### config.mk
export PLATFORM = sky130hd
export DESIGN_NAME = reg_file_sb
export DESIGN_NICKNAME = d
export VERILOG_FILES = /design/src/rtl/reg_file_sb.sv
export SDC_FILE = /design/constraint.sdc
export NUM_CORES = 1
export LEC_CHECK = 0
export BUFFER_PORTS_ARGS = -buffer_cell sky130_fd_sc_hd__buf_2
export CAP_MARGIN = 20
export CORE_ASPECT_RATIO = 1.25
export CORE_UTILIZATION = 45
export CTS_BUF_LIST = sky130_fd_sc_hd__clkbuf_4 sky130_fd_sc_hd__clkbuf_8
export CTS_CLUSTER_DIAMETER = 30
export DETAILED_ROUTE_END_ITERATION = 8
export HOLD_SLACK_MARGIN = 0.1
export PLACE_DENSITY = 0.66
export SLEW_MARGIN = 0
export SYNTH_ARGS = -nofsm -noshare
export SYNTH_HDL_FRONTEND = slang
export SYNTH_SLANG_ARGS = --single-unit
### constraint.sdc
create_clock -name clk -period 3.81 [get_ports clk]
set_input_delay 0.9525 -clock clk [delete_from_list [all_inputs] [get_ports clk]]
set_output_delay 0.9525 -clock clk [all_outputs]
set_load 0.02 [all_outputs]
### src/rtl/reg_file_sb.sv
// reg_file_sb -- multi-port register file with a per-register busy scoreboard.
//
// Two combinational read ports (R_Bus / S_Bus) and two synchronous write
// ports. Decode reserves a destination register (marks it busy); writeback
// writes the result and clears busy. Optional same-cycle write-to-read
// bypass and an optional hard-wired zero register.
//
// Ports:
//   clk, rst_n            clock (rising edge), asynchronous active-low reset
//   rd1_addr/data/busy    read port 1: address in, data and busy out
//   rd2_addr/data/busy    read port 2: address in, data and busy out
//   wr1_en/addr/data      write port 1
//   wr2_en/addr/data      write port 2 (wins over wr1 on an address collision)
//   rsv_en/addr, rsv_ok   reserve request; rsv_ok = request would be accepted
module reg_file_sb #(
   parameter int DATA_WIDTH = 16,
   parameter int ADDR_WIDTH = 4,
   parameter int ZERO_REG   = 0,
   parameter int BYPASS     = 1
) (
   input  logic                  clk,
   input  logic                  rst_n,
   input  logic [ADDR_WIDTH-1:0] rd1_addr,
   output logic [DATA_WIDTH-1:0] rd1_data,
   output logic                  rd1_busy,
   input  logic [ADDR_WIDTH-1:0] rd2_addr,
   output logic [DATA_WIDTH-1:0] rd2_data,
   output logic                  rd2_busy,
   input  logic                  wr1_en,
   input  logic [ADDR_WIDTH-1:0] wr1_addr,
   input  logic [DATA_WIDTH-1:0] wr1_data,
   input  logic                  wr2_en,
   input  logic [ADDR_WIDTH-1:0] wr2_addr,
   input  logic [DATA_WIDTH-1:0] wr2_data,
   input  logic                  rsv_en,
   input  logic [ADDR_WIDTH-1:0] rsv_addr,
   output logic                  rsv_ok
);

   localparam int DEPTH = 1 << ADDR_WIDTH;

   logic [DATA_WIDTH-1:0] regs [DEPTH];
   logic [DEPTH-1:0]      busy;
   logic                  wr1_do;
   logic                  wr2_do;
   logic                  rsv_do;

   // True when the address targets the hard-wired zero register.
   function automatic logic is_zero(input logic [ADDR_WIDTH-1:0] a);
      return (ZERO_REG != 0) && (a == '0);
   endfunction

   // Writes that actually land: zero-register writes are discarded and
   // wr1 is dropped when wr2 targets the same register.
   assign wr2_do = wr2_en && !is_zero(wr2_addr);
   assign wr1_do = wr1_en && !is_zero(wr1_addr) &&
                   !(wr2_do && (wr2_addr == wr1_addr));

   // Reserve acceptance looks at registered busy only, so a write to the
   // same register this cycle cannot unblock a reserve until next cycle.
   assign rsv_ok = rst_n && (is_zero(rsv_addr) || !busy[rsv_addr]);
   assign rsv_do = rsv_en && rsv_ok && !is_zero(rsv_addr);

   always_ff @(posedge clk or negedge rst_n) begin
      if (!rst_n) begin
         for (int i = 0; i < DEPTH; i++) regs[i] <= '0;
         busy <= '0;
      end else begin
         for (int i = 0; i < DEPTH; i++) begin
            if (wr2_do && (wr2_addr == ADDR_WIDTH'(i)))
               regs[i] <= wr2_data;
            else if (wr1_do && (wr1_addr == ADDR_WIDTH'(i)))
               regs[i] <= wr1_data;
         end
         // Writes clear busy; an accepted reserve is applied last so it
         // wins over a write to the same register.
         if (wr1_do) busy[wr1_addr] <= 1'b0;
         if (wr2_do) busy[wr2_addr] <= 1'b0;
         if (rsv_do) busy[rsv_addr] <= 1'b1;
      end
   end

   // Read ports: forced to zero/not-busy during reset and for the zero
   // register; otherwise bypass (wr2 priority) or the stored value.
   for (genvar p = 0; p < 2; p++) begin : g_rd
      logic [ADDR_WIDTH-1:0] a;
      logic [DATA_WIDTH-1:0] d;
      logic                  b;

      assign a = (p == 0) ? rd1_addr : rd2_addr;

      always_comb begin
         d = '0;
         b = 1'b0;
         if (rst_n && !is_zero(a)) begin
            if ((BYPASS != 0) && wr2_do && (wr2_addr == a)) begin
               d = wr2_data;
            end else if ((BYPASS != 0) && wr1_do && (wr1_addr == a)) begin
               d = wr1_data;
            end else begin
               d = regs[a];
               b = busy[a];
            end
         end
      end
   end

   assign rd1_data = g_rd[0].d;
   assign rd1_busy = g_rd[0].b;
   assign rd2_data = g_rd[1].d;
   assign rd2_busy = g_rd[1].b;

endmodule

==> impl_metrics.tcl <==
set metrics [dict create \
    status "completed" \
    drv_cap 0 \
    layout.cells.most_common "mux2_2" \
    fin_skew_ns 0.004518 \
    synth_top_area_share_pct 35.80 \
    tightest_slew_ns 1.090 \
    gr-max-usage-layer "met2" \
    synthMuxAreaShare_pct 46.26 \
    holdBufCountCts 0 \
    yosysWarnings 0 \
    total_leakage_power_nw 9.260 \
    antenna_found_initial 0 \
    async_reset_ff_share_pct 100.0 \
    cp.arrival_ns 2.77 \
    first_global_vias 15140 \
    cts_max_level 2 \
    syn2layout_area_growth_pct 16.18 \
    synthFlopType "dfrtp_1" \
    grt_max_degree 68 \
    synthTopCellsByArea "dfrtp_1 36%, mux2_2 24%, mux4_2 16%, mux2_4 3.6%, mux2i_1 2.8%" \
    min_period_ns 3.718 \
    reg2regPathDepth 4 \
    synth_cell_type_count 46 \
    dr.pass1.iters 6 \
    dp_cells 2114 \
    synth_fa_ha_area_share_pct 0 \
    drc 0 \
    syn_inst 1523 \
    io_pins 92 \
    fin_cells 2231 \
    clkLatencyLatePin_ns 0.65 \
    critical_path_class "in2out" \
    synth_top_family_by_area "multiplexers" \
    start_util_pct 46.00 \
    ys_ff_latch 272 \
    wl_per_cell_um 28.35 \
    antenna_left 0 \
    grtUsageMet3_pct 5.395 \
    synth_area_um2 19010 \
    clock_sinks 272 \
    gp_congestion 0.8968 \
    core_um2 41330 \
    worstPathMaxFanout 11 \
    yosysSeqAreaShare_pct 35.80 \
    syn_area_per_cell_um2 12.48 \
    ir_worst_vdd_mv 0.3109 \
    endpoint_kind "output pin" \
    max_freq_mhz 269.0 \
    die_w_um 185.8 \
    clkSlewWorstSetupHoldPaths_ns 0.06 \
    yosysTopAreaCell "dfrtp_1" \
    setup_viol 0 \
    via_per_inst 6.458 \
    worstPathRequired_ns 2.86 \
    clk_path_buf_depth 3 \
    worst_path_most_repeated_cell "buf_12" \
    hold_class "in2async" \
    drive_above_1_share_pct 56.02 \
    worstPathCellList "buf_4, xor2_1, nor4_2, o211a_1, buf_12, buf_12, nand2_1, a31oi_1, buf_2" \
    critPathSlowestCell "nor4_2" \
    grt_use_met1_pct 35.73 \
    synthSimpleGateAreaFrac_pct 5.094 \
    final_cell_mix "403 x mux2_2, 272 x dfrtp_1, 135 x mux4_2" \
    tns_ns 0 \
    via_count 14410 \
    core.rowCount 83 \
    critPathMaxStageDelay_ns 0.36 \
    die_h_um 231.8 \
    dp_hpwl_um 41580 \
    slew_headroom_pct 27.32 \
    cts-root-buf "clkbuf_8" \
    synth-xor-area-share_pct 1.000 \
    setup_ws_ns 0.09244 \
    power_w 0.01129 \
    grt_pass1_wl_um 95210 \
    slew_viol_final 0 \
    cts_buffers 61 \
    synth_compound_area_share_pct 7.167 \
    p_per_area_nw_per_um2 511.3 \
    fin_nets 1683 \
    rsz0062_at_grt "false" \
    dieArea_um2 43080 \
    start_kind "input port" \
    cts_tree "done" \
    hold_viol 0 \
    met2_usage_pct 49.24 \
    pre_cts_slack_ns -0.03868 \
    synth.net_count 1580 \
    drtIter0Drc 1253 \
    synth_edf_count 0 \
    overflow 0 \
    track_usage_pct 30.03 \
    fin_crit_sh_pct 97.57 \
    port-buffer-count 91 \
    routed_wl_um 63240 \
]
==> per-layer routing <==
| metal | vias to the layer above | share of wire, % |
|---|---|---|
| li1 | 6011 | - |
| met1 | 7395 | 37 |
| met2 | 744 | 49 |
| met3 | 257 | 7.1 |
| met4 | 0 | 7.3 |
| met5 | - | 0 |
==> final cells by class <==
cell class	count	area (um^2)
antenna	1	2.502
clock inverter	29	395.4
sequential	272	6807
timing repair buffer	210	1662
inverter	13	48.80
fill	3576	19240
multi-input combinational	1068	11370
clock buffer	86	1115
tap	552	690.7
==> worst max-delay path, delay by kind of cell <==
family                    cells  cell delay [ns]
and+or+nand+nor               2             0.42
AOI/OAI and AO/OA             2             0.47
xor gates and xnor gates      1             0.13
buffers and inverters         4             0.78
==> worst paths after layout <==
path | start | endpoint | slack (ns)
max | rd1_addr[1] | rd1_data[4] | 0.09
min | rst_n | regs[92] | 0.23
max reg2reg | busy[11] | busy[11] | 1.77
min reg2reg | regs[162] | regs[162] | 0.52
max in group asynchronous | rst_n | regs[243] | 2.14
min in group clk | regs[162] | regs[162] | 0.52
==> flip-flops by register name (all words and copies together) (netlist names) <==
signal and flops:
regs 256, busy 16
==> stage by stage <==
stage               cell area, um^2  hold slack [ns]  util (%)
finish                        22090           0.2297     53.44
global route                  22080           0.2238     53.43
CTS                           22070           0.2041     53.39
detailed placement            20550           0.5124     49.72
global placement              20550           0.5023     49.72
floorplan                     19010           0.4922         -
==> timing repair <==
item	4_1_cts	5_1_grt
resized for setup	2	2
pin swaps	0	1
endpoints found under the setup margin	8	7
buffers inserted	0	1
==> where the power goes <==
part | leakage (nW) | internal [W] | switching, W | total, W
combinational | 5.23 | 0.00175 | 0.00120 | 0.00295
sequential | 3.26 | 0.00368 | 0.000669 | 0.00435
clock | 0.770 | 0.00251 | 0.00149 | 0.00400
==> synth_stat cells, drive strengths merged (13+ instances only) <==
cell type,count
inv,13
clkbuf,74
a21oi,36
o21ai,46
a31oi,32
mux4,135
buf,96
nor2,49
nand2,115
mux2,448
xor2,16
dfrtp,272
a22oi,60
mux2i,54
==> cells by family after synthesis <==
| kind of cell | count (synthesis) |
|---|---|
| simple gates | 211 |
| flops | 272 |
| buf+inv | 183 |
| xor+xnor | 20 |
| mux | 637 |
| compound gates | 200 |
(Power assumes the default switching activity.)
